===== src/rtl/mc_pkg.sv =====
`default_nettype none
// ============================================================================
//  Module      : mc_pkg
//  Description : Shared encodings for the multicycle control unit. Holds the
//                opcode, Funct and ALUControl encodings, the ALUOp selector
//                and the controller state enumeration.
//  Revision    : 1.0  initial release
// ============================================================================
package mc_pkg;

    // Opcodes recognised by the decoder
    localparam logic [5:0] OP_LW    = 6'b100011;
    localparam logic [5:0] OP_SW    = 6'b101011;
    localparam logic [5:0] OP_RTYPE = 6'b000000;
    localparam logic [5:0] OP_BEQ   = 6'b000100;
    localparam logic [5:0] OP_ADDI  = 6'b001000;
    localparam logic [5:0] OP_J     = 6'b000010;

    // R-type function field values
    localparam logic [5:0] FUNCT_ADD = 6'b100000;
    localparam logic [5:0] FUNCT_SUB = 6'b100010;
    localparam logic [5:0] FUNCT_AND = 6'b100100;
    localparam logic [5:0] FUNCT_OR  = 6'b100101;
    localparam logic [5:0] FUNCT_SLT = 6'b101010;

    // ALU operation codes
    localparam logic [2:0] ALU_ADD = 3'b010;
    localparam logic [2:0] ALU_SUB = 3'b110;
    localparam logic [2:0] ALU_AND = 3'b000;
    localparam logic [2:0] ALU_OR  = 3'b001;
    localparam logic [2:0] ALU_SLT = 3'b111;

    // ALUOp: what the FSM asks of the ALU decoder
    localparam logic [1:0] ALUOP_ADD   = 2'b00;
    localparam logic [1:0] ALUOP_SUB   = 2'b01;
    localparam logic [1:0] ALUOP_FUNCT = 2'b10;
    localparam logic [1:0] ALUOP_NONE  = 2'b11;

    // Controller states
    typedef enum logic [3:0] {
        FETCH   = 4'd0,
        DECODE  = 4'd1,
        MEMADR  = 4'd2,
        MEMRD   = 4'd3,
        MEMWB   = 4'd4,
        MEMWR   = 4'd5,
        RTYPEEX = 4'd6,
        RTYPEWB = 4'd7,
        BEQEX   = 4'd8,
        ADDIEX  = 4'd9,
        ADDIWB  = 4'd10,
        JEX     = 4'd11
    } state_t;

endpackage : mc_pkg
`default_nettype wire


===== src/rtl/mc_aludec.sv =====
`default_nettype none
// ============================================================================
//  Module      : mc_aludec
//  Description : ALU decoder. Maps ALUOp (and Funct for R-type) to the
//                3-bit ALUControl and flags whether Funct is one of the
//                supported R-type operations.
//  Revision    : 1.0  initial release
// ============================================================================
module mc_aludec
    import mc_pkg::*;
(
    input  logic [1:0] ALUOp,
    input  logic [5:0] Funct,
    output logic [2:0] ALUControl,
    output logic       supported
);

    logic [2:0] funct_ctl;

    // Funct field decode; unsupported codes fall back to add and clear the flag
    always_comb begin
        funct_ctl = ALU_ADD;
        supported = 1'b1;
        case (Funct)
            FUNCT_ADD: funct_ctl = ALU_ADD;
            FUNCT_SUB: funct_ctl = ALU_SUB;
            FUNCT_AND: funct_ctl = ALU_AND;
            FUNCT_OR:  funct_ctl = ALU_OR;
            FUNCT_SLT: funct_ctl = ALU_SLT;
            default: begin
                funct_ctl = ALU_ADD;
                supported = 1'b0;
            end
        endcase
    end

    // Select the ALU operation requested by the controller
    always_comb begin
        ALUControl = 3'b000;
        case (ALUOp)
            ALUOP_ADD:   ALUControl = ALU_ADD;
            ALUOP_SUB:   ALUControl = ALU_SUB;
            ALUOP_FUNCT: ALUControl = funct_ctl;
            default:     ALUControl = 3'b000;
        endcase
    end

endmodule : mc_aludec
`default_nettype wire


===== src/rtl/mc_control.sv =====
`default_nettype none
// ============================================================================
//  Module      : mc_control
//  Description : Multicycle MIPS-subset controller. Moore FSM sequencing
//                lw, sw, R-type, beq, addi and j through FETCH/DECODE and
//                per-class execute states; ALUControl also depends on Funct
//                and PCEn on the ALU Zero flag.
//  Revision    : 1.0  initial release
// ============================================================================
module mc_control
    import mc_pkg::*;
#(
    parameter int TRACE = 0
)(
    input  logic       clk,
    input  logic       reset,
    input  logic [5:0] Op,
    input  logic [5:0] Funct,
    input  logic       Zero,
    output logic       IorD,
    output logic       MemWrite,
    output logic       IRWrite,
    output logic       RegDst,
    output logic       MemtoReg,
    output logic       RegWrite,
    output logic       ALUSrcA,
    output logic [1:0] ALUSrcB,
    output logic [1:0] PCSrc,
    output logic [2:0] ALUControl,
    output logic       PCEn
);

    state_t     state;
    state_t     state_next;
    logic [1:0] alu_op;
    logic       pc_write;
    logic       branch;
    logic       funct_ok;

    // State register; reset returns to FETCH immediately
    always_ff @(posedge clk or posedge reset) begin
        if (reset) begin
            state <= FETCH;
        end else begin
            state <= state_next;
        end
    end

    // Next-state logic and Moore output decode
    always_comb begin
        state_next = FETCH;
        IorD       = 1'b0;
        MemWrite   = 1'b0;
        IRWrite    = 1'b0;
        RegDst     = 1'b0;
        MemtoReg   = 1'b0;
        RegWrite   = 1'b0;
        ALUSrcA    = 1'b0;
        ALUSrcB    = 2'b00;
        PCSrc      = 2'b00;
        alu_op     = ALUOP_NONE;
        pc_write   = 1'b0;
        branch     = 1'b0;
        case (state)
            FETCH: begin
                IRWrite    = 1'b1;
                ALUSrcB    = 2'b01;
                alu_op     = ALUOP_ADD;
                pc_write   = 1'b1;
                state_next = DECODE;
            end
            DECODE: begin
                ALUSrcB = 2'b11;
                alu_op  = ALUOP_ADD;
                case (Op)
                    OP_LW, OP_SW: state_next = MEMADR;
                    OP_RTYPE:     state_next = RTYPEEX;
                    OP_BEQ:       state_next = BEQEX;
                    OP_ADDI:      state_next = ADDIEX;
                    OP_J:         state_next = JEX;
                    default:      state_next = FETCH;
                endcase
            end
            MEMADR: begin
                ALUSrcA    = 1'b1;
                ALUSrcB    = 2'b10;
                alu_op     = ALUOP_ADD;
                state_next = (Op == OP_LW) ? MEMRD : MEMWR;
            end
            MEMRD: begin
                IorD       = 1'b1;
                state_next = MEMWB;
            end
            MEMWB: begin
                MemtoReg   = 1'b1;
                RegWrite   = 1'b1;
                state_next = FETCH;
            end
            MEMWR: begin
                IorD       = 1'b1;
                MemWrite   = 1'b1;
                state_next = FETCH;
            end
            RTYPEEX: begin
                ALUSrcA    = 1'b1;
                alu_op     = ALUOP_FUNCT;
                state_next = RTYPEWB;
            end
            RTYPEWB: begin
                // An unsupported Funct completes without touching the register file
                RegDst     = 1'b1;
                RegWrite   = funct_ok;
                state_next = FETCH;
            end
            BEQEX: begin
                ALUSrcA    = 1'b1;
                alu_op     = ALUOP_SUB;
                PCSrc      = 2'b01;
                branch     = 1'b1;
                state_next = FETCH;
            end
            ADDIEX: begin
                ALUSrcA    = 1'b1;
                ALUSrcB    = 2'b10;
                alu_op     = ALUOP_ADD;
                state_next = ADDIWB;
            end
            ADDIWB: begin
                RegWrite   = 1'b1;
                state_next = FETCH;
            end
            JEX: begin
                PCSrc      = 2'b10;
                pc_write   = 1'b1;
                state_next = FETCH;
            end
            default: begin
                state_next = FETCH;
            end
        endcase
    end

    // PC enable: unconditional writes plus taken branches, same cycle
    assign PCEn = pc_write | (branch & Zero);

    mc_aludec u_aludec (
        .ALUOp      (alu_op),
        .Funct      (Funct),
        .ALUControl (ALUControl),
        .supported  (funct_ok)
    );

    generate
        if (TRACE != 0) begin : g_trace
            // Simulation trace of every state change
            always @(posedge clk) begin
                if (!reset && (state_next != state)) begin
                    $display("mc_control: %0t %s -> %s", $time, state.name(), state_next.name());
                end
            end
        end
    endgenerate

endmodule : mc_control
`default_nettype wire

===== config.mk =====
export PLATFORM = sky130hd
export DESIGN_NAME = mc_control
export DESIGN_NICKNAME = d
export VERILOG_FILES = /design/src/rtl/mc_pkg.sv /design/src/rtl/mc_aludec.sv /design/src/rtl/mc_control.sv
export SDC_FILE = /design/constraint.sdc
export NUM_CORES = 1
export LEC_CHECK = 0
export ABC_AREA = 1
export CAP_MARGIN = 0
export CORE_MARGIN = 10
export CORE_UTILIZATION = 35
export CTS_CLUSTER_DIAMETER = 100
export DETAILED_ROUTE_END_ITERATION = 10
export PLACE_DENSITY = 0.71
export SYNTH_ARGS = -nofsm -noshare
export SYNTH_HDL_FRONTEND = slang
export SYNTH_HIERARCHICAL = 1
export SYNTH_SLANG_ARGS = --single-unit

===== constraint.sdc =====
create_clock -name clk -period 1.44 [get_ports clk]
set_clock_uncertainty 0.1 [all_clocks]
set_input_delay 0.216 -clock clk [delete_from_list [all_inputs] [get_ports clk]]
set_output_delay 0.216 -clock clk [all_outputs]
set_load 0.005 [all_outputs]

[Word-level counts from Yosys, hierarchy flattened]
Cells that the tools add are included.
Widths: inputs -> output; s select.
Operators by class
  equality and inequality tests: 23
  mux-type cells: 18
  bitwise operators: 2
  reductions and logical operators: 11
Operators by type and width (count)
  $eq 6x6->1 const B: 7
  $pmux 4 s6: 1
  $pmux 4 s5: 1
  $eq 4x3->1 const B: 4
  $eq 4x4->1 const B: 4
  $pmux 2 s3: 2
  $pmux 3 s4: 1
  $reduce_or 2->1: 5
  $mux 1: 9
  $pmux 3 s3: 1
  $eq 4x2->1 const B: 2
  $reduce_or 4->1: 2
  $eq 6x2->1 const B: 1
  $eq 6x3->1 const B: 1
  $eq 6x4->1 const B: 1
  $logic_not 6->1: 1
  $reduce_or 5->1: 1
  $eq 4x1->1 const B: 1
  $logic_not 4->1: 1
  $pmux 2 s2: 1
  $mux 3: 1
  $eq 2x1->1 const B: 1
  $eq 2x2->1 const B: 1
  $logic_not 2->1: 1
  other kinds (3): 3
Storage, ports and cells
  register bits: 4
  bits of input ports: 15
  output and inout bits: 15
  word-level logic and storage cells: 55

[Depth between registers and ports, before layout]
Gate-level depths: netlist of run 1.
  word-level depth: 5
  depth in mapped cells: 10
  depth with buffers taken out: 10

[Hierarchy]
The synthesis of run 1 kept the hierarchy.
Modules (own cells, without submodules)
  mc_control: instances 1, cells an instance 89, area each 479.2 µm², sequential area each 100.1 µm²
  mc_aludec: instances 1, cells an instance 24, area each 116.4 µm², sequential area each 0.0 µm²

[Least setup slack after synthesis of run 1]
OpenSTA, ideal clock, no wires.
  path type: register to output
  start point: register state[1]
  end point: output ALUControl[0]
  arrival time: 1.298 ns
  data required time: 1.124 ns
  slack: -0.174 ns
  stages on the path, launching flop included: 11
  cells stage by stage: dfrtp_1 -> inv_2 -> nand2_2 -> inv_2 -> nand2_2 -> nand4_1 -> nor2_1 -> inv_2 -> nor2_2 -> nand4_1 -> nand2_1
On the way
  longest elaborated chain between the ends: 5
Ends and longest elaborated chain
  from (decl): RTL line mc_control.sv:33  | state_t state;
  from (signal assigned): RTL line mc_control.sv:45  | state <= state_next;
  $eq 4x1->1, or another cell as far along: RTL line mc_control.sv:64  | case (state)
  $reduce_or 4->1 (no source line)
  $pmux 2 s3 *: RTL line mc_control.sv:64
  net alu_op[1]: RTL line mc_control.sv:35  | logic [1:0] alu_op;
  $eq 2x2->1, or another cell as far along: RTL line mc_aludec.sv:40  | case (ALUOp)
  $pmux 3 s3 *: RTL line mc_aludec.sv:40
  to (decl): RTL line mc_control.sv:29  | output logic [2:0] ALUControl,
Mark *: on every way through the listed nets, which the timed path passes. The rest lies on a longest branch.

[Final worst setup path of run 1]
  start point: register state[3]
  end point: output ALUControl[0]
Same word-level chain as after synthesis.

==> results of run 1 <==
==> per-layer routing <==
layer	GRT usage	up-vias	part of all wire
met2	0.2115	51	0.47
li1	-	487	-
met3	0.06379	16	0.092
met1	0.1400	434	0.38
met5	0	-	0
met4	0.04235	0	0.052
==> area by class of cell <==
class / count / share of cell area
repair buffers: 66 / 0.4322
flip-flops and latches: 4 / 0.07867
well taps: 16 / 0.01517
multi-input cells: 85 / 0.3773
clock buffers: 3 / 0.01706
inverters: 24 / 0.07962
==> where the power goes <==
part	internal (uW)	total (uW)	leakage, uW	switching (uW)
clock network	94.0	152	0.0000138	57.6
logic	760	1490	0.000661	727
registers	143	193	0.0000490	49.9
==> cells in the mapped netlist <==
library cell / instances / area share
o21ai_2: 1 / 0.015
nand2_1: 33 / 0.21
nand3_1: 5 / 0.042
inv_1: 14 / 0.088
nor3_2: 1 / 0.017
nor2_4: 2 / 0.038
nor2_1: 20 / 0.13
a21boi_1: 1 / 0.013
inv_2: 10 / 0.063
o211ai_1: 1 / 0.013
dfrtp_1: 4 / 0.17
a21oi_1: 1 / 0.0084
nor2_2: 6 / 0.063
a21oi_2: 1 / 0.015
o21ai_0: 6 / 0.050
nand2_2: 3 / 0.032
nand4_1: 4 / 0.042
==> worst max path at each step <==
stage                  start  cells past startpoint       endpoint  slack (ns)
floorplan           state[1]                     10  ALUControl[0]       -0.13
global placement    state[1]                     11  ALUControl[0]       -0.60
detailed placement  state[1]                     11  ALUControl[2]       -0.62
CTS                 state[1]                     11  ALUControl[0]       -0.54
global route        state[1]                     10  ALUControl[0]       -0.82
finish              state[3]                      9  ALUControl[0]       -0.72
==> placed cells by master (no fill, tap or decap) <==
cell type / n
o21ai_0: 2
a21oi_2: 1
buf_4: 24
clkbuf_4: 3
nand2_4: 3
nor2_1: 17
clkdlybuf4s50_1: 14
nand3_2: 3
dfrtp_2: 3
inv_2: 6
nor2_2: 4
o21ai_2: 3
a21boi_1: 1
inv_4: 4
nand3_1: 1
nand4_1: 4
a21oi_1: 1
dfrtp_1: 1
nor2_4: 7
o21ai_1: 2
nand2_1: 29
inv_1: 13
o211ai_1: 1
buf_2: 10
dlygate4sd2_1: 1
buf_6: 17
inv_6: 1
nand3_4: 1
nand2_2: 4
nor3_2: 1
==> kinds of logic (layout without fill, tap and decap cells) <==
kind of cell	after synthesis	after routing	share of synthesized area
simple gates	74	74	0.5672
buf+inv	24	93	0.1513
compound gates	11	11	0.1135
flops	4	4	0.1681
==> repair_timing <==
| item | 4_1_cts | 5_1_grt |
|---|---|---|
| buffers inserted | 15 | 9 |
| gates resized for setup | 75 | 35 |
| setup endpoints to repair | 15 | 15 |
| pin swaps | 16 | 10 |
==> stage by stage <==
stage	hold slack (ns)	cell area [sq um]
final	0.05472	1320
after global routing	0.07004	1320
after CTS	0.04291	1194
after detailed placement	0.3084	1074
after global placement	0.3036	1074
after floorplan	-0.1179	598.1
==> metrics.md, run 1 <==
| Metric | Value |
|---|---|
| CTS buffer count | 3 |
| Cell depth of the worst flop-to-flop path | 8 |
| Synth unique cells | 17 |
| WL/cell | 14.22 um |
| Vias per std cell | 4.990 |
| Status | finished with violations |
| Finished Layout Cells | 198 |
| Syn. warnings | 6 |
| Critical R2R Capture | state[0] |
| Port bufs | 29 |
| Final period util | 1.499 |
| Die area | 3752 sq um |
| Pin count of the biggest net entering global routing | 5 |
| Arrival @ worst endpoint | 1.84 ns |
| Antenna fix cells | 0 |
| RSZ-0062 raised after global routing | true |
| CTS HTree Levels | 1 |
| CP Class | reg2out |
| CORE AREA | approximately 1600 sq um |
| Worst Hold Class | in2async |
| TNS Setup | -5.776 ns |
| Cell Count Post-Placement | 180 |
| Hold Buf Count CTS | 0 |
| Seq/Total Area, Yosys | 0.1681 |
| Crit end category | output port |
| DPL Wire Length | 1626 um |
| Die Width | a little over 60 um |
| Total wire length | 2816 um |
| Top reg by flops | state |
| Slowest stage delay, CP | between 0.4 and 0.5 ns |
| Sequential Area | 103.9 sq um |
| CTS tree | built |
| FP Rows | 14 |
| Power Total | around 1800 uW |
| Static Leak | slightly above 0.0007 uW |
| Post-Synthesis Cells | 113 |
| Top fanout value on the critical path | 3 |
| Setup ws final | -0.7180 ns |
| Worst path most repeated cell | nand4_1 |
| Mapped Area | 595.6 sq um |
| Layout area overhead | 121.6% |
| Global-route usage over all layers | 0.1281 |
| FMAX | 463.4 MHz |
| Largest register FFs | 4 |
| Post-route antenna net violation count | 0 |
| Number of DRC markers in iteration 0 | 30 |
| Remaining Overflow, GRT | 0 |
| Crit path buffers/inverters | 3 |
| # setup viols final | 17 |
| Tmin final | 2.158 ns |
| CP max stage cell | dfrtp_2 |
| Via count | 988 |
| Worst Tran Pin Value | 0.1837 ns |
| Family with the most delay on the worst path | simple AND/OR/NAND/NOR gates |
| Initial Util | 0.3820 |
| Residual DRC count | 0 |
| Required @ worst endpoint | between 1 and 1.5 ns |
| Layout cells sized above 1 | 0.5220 |
| Filler instances | 90 |
| DP Worst Slack | -0.6200 ns |
| Peak VDD IR | 1178 uV |
| Slew headroom | 0.8774 |
| Syn avg cell area | 5.271 sq um |
| Sink Count | 4 |
| First-pass iteration count of the detailed router | 4 |
| Nets | 199 |
| Final hold viol count | 0 |
| Slew Viols, Final | 0 |
| Die Y | slightly above 60 um |
| Top Ports | 30 |
| Failing checks | negative setup slack |
| Flops & latches, synth | 4 |
| Max cap viols | 0 |
| Critical-path cell list | buf_4 -> nand3_2 -> nand4_1 -> nor2_2 -> inv_2 -> nor2_4 -> nand4_1 -> nand2_1 -> buf_2 |
| Worst r2r src | state[3] |
| Pwr/cell area | 1388 nW/um^2 |
| Longest Clk Path Bufs | 2 |
| Clk root buf | clkbuf_4 |
| Reg clk slew, reported paths | 0.05 ns |
| Final GP Congestion | 0.7781 |
| Regs by FF count | state x4 |
| CP startpoint kind | flop |
| Final Util | 0.8467 |
| Syn Nets | 128 |
| Area of the multi-input gates | 498.0 sq um |
| Number of global-route vias before repair | between 800 and 900 |
| Worst-skew pair later-pin latency | 0.25 ns |
| Reg2Reg Setup Slack | -0.12 ns |
| Initial antenna violation count | 0 |
| First-pass GRT wire length | about 3800 um |
Note: power is estimated with default switching activity, not from simulation.
==> inputs of run 2 (changes only) <==
--- a/config.mk
+++ b/config.mk
@@ -5,10 +5,9 @@
 export SDC_FILE = /design/constraint.sdc
 export NUM_CORES = 1
 export LEC_CHECK = 0
-export ABC_AREA = 1
-export CAP_MARGIN = 0
+export CAP_MARGIN = 20
 export CORE_MARGIN = 10
-export CORE_UTILIZATION = 35
+export CORE_UTILIZATION = 34
 export CTS_CLUSTER_DIAMETER = 100
 export DETAILED_ROUTE_END_ITERATION = 10
 export PLACE_DENSITY = 0.71
==> run 2 against run 1 <==
Compared with the run above: the flow still finishes with violations (negative setup slack); synthesized area fell by 7.6%; sequential power is 5% higher; critical endpoint is now ALUControl[2]; cell count decreased by 19%; register-to-register slack worse by 0.22 ns; largest power group unchanged; global-route usage up 2.2 points; critical path type unchanged; sequential cell count stayed put; core utilization up 6.7 points; die area shrank 3.3%; total power decreased by 8.7%; critical path depth shrank 4; synthesized cell count fell by 34%; clock power about the same.
==> metrics.md, run 2 <==
| Metric | Value |
|---|---|
| Status | finished with violations (unchanged) |
| Failing checks | negative setup slack (unchanged) |
| Layout cells sized above 1 | 0.6736 (was 0.5220) |
| First-pass iteration count of the detailed router | 4 (unchanged) |
| Largest cells by area after synthesis | dfrtp_1 18%, nand2b_1 6.8%, nand4bb_1 6.1% (was nand2_1 21%, dfrtp_1 17%, nor2_1 13%) |
| Setup ws final | -0.5098 ns (was -0.7180 ns) |
| CP Class | reg2out (unchanged) |
| CP max stage cell | dfrtp_2 (unchanged) |
| Share of the synthesized area in the top cell type | 0.1818 (was 0.2080) |
| Final hold viol count | 0 (unchanged) |
| Critical R2R Capture | state[2] (was state[0]) |
| Worst Tran Pin Value | 0.4283 ns (was 0.1837 ns) |
| Post-route antenna net violation count | 0 (unchanged) |
| Antenna fix cells | 0 (unchanged) |
| Die Width | 60.24 um (was 61.25 um) |
| Final GP Congestion | 0.8050 (was 0.7781) |
| Top_reg_cell synth | dfrtp_1 (unchanged) |
| CP startpoint kind | flop (unchanged) |
| Final Util | 0.9138 (was 0.8467) |
| CORE AREA | 1524 sq um (was 1559 sq um) |
| Post-synth top area cell | dfrtp_1 (was nand2_1) |
| Syn Nets | 90 (was 128) |
| Peak VDD IR | 1011 uV (was 1178 uV) |
| Post-synth EDFFs | 0 (unchanged) |
| CTS HTree Levels | 1 (unchanged) |
| Die Y | 60.24 um (was 61.25 um) |
| Required @ worst endpoint | 1.12 ns (about the same) |
| Global-route usage over all layers | 0.1501 (was 0.1281) |
| Regs by FF count | state x4 (unchanged) |
| TNS Setup | -4.729 ns (was -5.776 ns) |
| Number of global-route vias before repair | 947 (was 896) |
| Port bufs | 29 (unchanged) |
| Fin area | 1393 sq um (was 1320 sq um) |
| FP Rows | 14 (unchanged) |
| Initial Util | 0.3612 (was 0.3820) |
| Longest Clk Path Bufs | 2 (unchanged) |
| Slowest stage delay, CP | 0.47 ns (was 0.44 ns) |
| Flops & latches, synth | 4 (unchanged) |
| Synth cell count leaders | 7 x nor2_1, 6 x nand2b_1, 5 x nand2_1, 5 x nor3_1 (was 33 x nand2_1, 20 x nor2_1, 14 x inv_1) |
| Max cap viols | 0 (unchanged) |
| Slew headroom | 0.7132 (was 0.8774) |
| Reg clk slew, reported paths | 0.05 ns (about the same) |
| Seq/Total Area, Yosys | 0.1818 (was 0.1681) |
| Worst r2r src | state[1] (was state[3]) |
| Top reg by flops | state (unchanged) |
| Residual DRC count | 0 (unchanged) |
| Mapped Area | 550.5 sq um (was 595.6 sq um) |
| Worst Hold Class | in2async (unchanged) |
| # setup viols final | 18 (was 17) |
| Tmin final | 1.950 ns (was 2.158 ns) |
| Commonest non-fill, non-tap cell in the layout | buf_4 (was nand2_1) |
| Clk root buf | clkbuf_4 (unchanged) |
| FMAX | 512.9 MHz (was 463.4 MHz) |
| Layout area overhead | 153.0% (was 121.6%) |
| Synth unique cells | 32 (was 17) |
| Slew Viols, Final | 0 (unchanged) |
| Crit end category | output port (unchanged) |
| Die area | 3629 sq um (was 3752 sq um) |
| Largest register FFs | 4 (unchanged) |
| Filler instances | 67 (was 90) |
| Syn. warnings | 6 (unchanged) |
| Total wire length | 3298 um (was 2816 um) |
| Remaining Overflow, GRT | 0 (unchanged) |
| DP Worst Slack | -0.8437 ns (was -0.6200 ns) |
| Nets | 160 (was 199) |
| Top-count cell post-synth | nor2_1 (was nand2_1) |
| Syn avg cell area | 7.340 sq um (was 5.271 sq um) |
| Vias per std cell | 5.738 (was 4.990) |
| Critical-path cell list | o211ai_1 -> nand4bb_4 -> buf_6 -> o22ai_2 -> buf_2 (was buf_4 -> nand3_2 -> nand4_1 -> nor2_2 -> inv_2 -> nor2_4 -> nand4_1 -> nand2_1 -> buf_2) |
| Crit path buffers/inverters | 2 (was 3) |
| Top fanout value on the critical path | 5 (was 3) |
| Family with the most delay on the worst path | flip-flops (was simple AND/OR/NAND/NOR gates) |
| CTS buffer count | 3 (unchanged) |
| DPL Wire Length | 1672 um (was 1626 um) |
| Number of DRC markers in iteration 0 | 15 (was 30) |
| Async SR Flop Fraction | 1.000 (unchanged) |
| Initial antenna violation count | 0 (unchanged) |
| Pin count of the biggest net entering global routing | 7 (was 5) |
| Final period util | 1.354 (was 1.499) |
| RSZ-0062 raised after global routing | true (unchanged) |
| Post-Synthesis Cells | 75 (was 113) |
| Placed Area | 1030 sq um (was 1074 sq um) |
| Most frequent cells in the layout | 23 x buf_4, 15 x buf_6, 13 x buf_2, 8 x clkdlybuf4s50_1, 5 x nand2b_4 (was 29 x nand2_1, 24 x buf_4, 17 x nor2_1, 17 x buf_6, 14 x clkdlybuf4s50_1) |
| Via count | 918 (was 988) |
| Static Leak | 0.0006289 uW (was 0.0007237 uW) |
| Reg2Reg Setup Slack | -0.34 ns (was -0.12 ns) |
| Pwr/cell area | 1201 nW/um^2 (was 1388 nW/um^2) |
| Arrival @ worst endpoint | 1.63 ns (was 1.84 ns) |
| Sink Count | 4 (unchanged) |
| Top Ports | 30 (unchanged) |
| CTS tree | built (unchanged) |
| First-pass GRT wire length | 4353 um (was 3781 um) |
| WL/cell | 20.61 um (was 14.22 um) |
| Cell depth of the worst flop-to-flop path | 6 (was 8) |
| Worst-skew pair later-pin latency | 0.24 ns (was 0.25 ns) |
-- run 2: changes by cell type after synthesis, sizes merged, moves of 4 or more --
cell    change
o21ai       -4
nand4       -4
buf         +4
nor2       -21
nand2b      +7
inv        -20
nor3        +4
nand2      -31
-- run 2: cells by family after synthesis --
family / after synthesis / synth area share
AO/OA/AOI/OAI: 17 / 0.2295
XOR/XNOR: 3 / 0.04774
buffers and inverters: 9 / 0.07044
flip-flops: 4 / 0.1818
multiplexers: 1 / 0.01818
AND/OR/NAND/NOR: 41 / 0.4523
-- run 2: metrics by stage --
step | total power, uW | hold WS (ns) | instances
6_report | 1672 | 0.07105 | 160
5_1_grt | 1758 | 0.07591 | 160
3_5_place_dp | 983.8 | 0.3029 | 140
3_3_place_gp | 975.9 | 0.3007 | 140
4_1_cts | 1422 | 0.04810 | 160
2_1_floorplan | 549.6 | -0.1180 | 75
-- run 2: cell type report --
cell class	count	area (sq um)	share of cell area
Clock buffer	4	26.28	0.01887
Inverter	4	15.01	0.01078
Multi-Input combinational cell	62	621.8	0.4465
Sequential cell	4	103.9	0.07457
Tap cell	16	20.02	0.01438
Timing Repair Buffer	70	605.6	0.4349
-- run 2: how the worst max path moves through the flow --
stage,from,to,cells after the start
after CTS,state[1],ALUControl[2],6
after floorplan,state[2],ALUControl[0],6
final,state[0],ALUControl[2],5
after global routing,state[0],ALUControl[2],6
after detailed placement,Funct[1],RegWrite,7
after global placement,Funct[1],RegWrite,7
-- run 2: routing by layer --
layer	up-vias	global-route usage	part of all wire
met5	-	0	0
met4	0	0.05769	0.014
met3	4	0.02119	0.039
met2	31	0.2882	0.56
met1	450	0.1564	0.39
li1	433	-	-
-- run 2: timing repair --
item                       in CTS  in global routing
gates resized for setup        94                 38
pin swaps                      13                 13
hold buffers                    0                  0
buffers inserted               16                  4
setup endpoints to repair      16                 19
-- run 2: worst reg2reg max path, delay by kind of cell, from the launching register on --
family,cells,cell delay (ns)
and+or+nand+nor,2,0.58
AOI/OAI and AO/OA,1,0.15
buffers and inverters,3,0.42
DFF,1,0.44
-- run 2: report_power, final --
part | internal, uW | switching, uW
combinational | 738 | 577
sequential | 144 | 58.7
clock | 104 | 50.0
total | 986 | 686
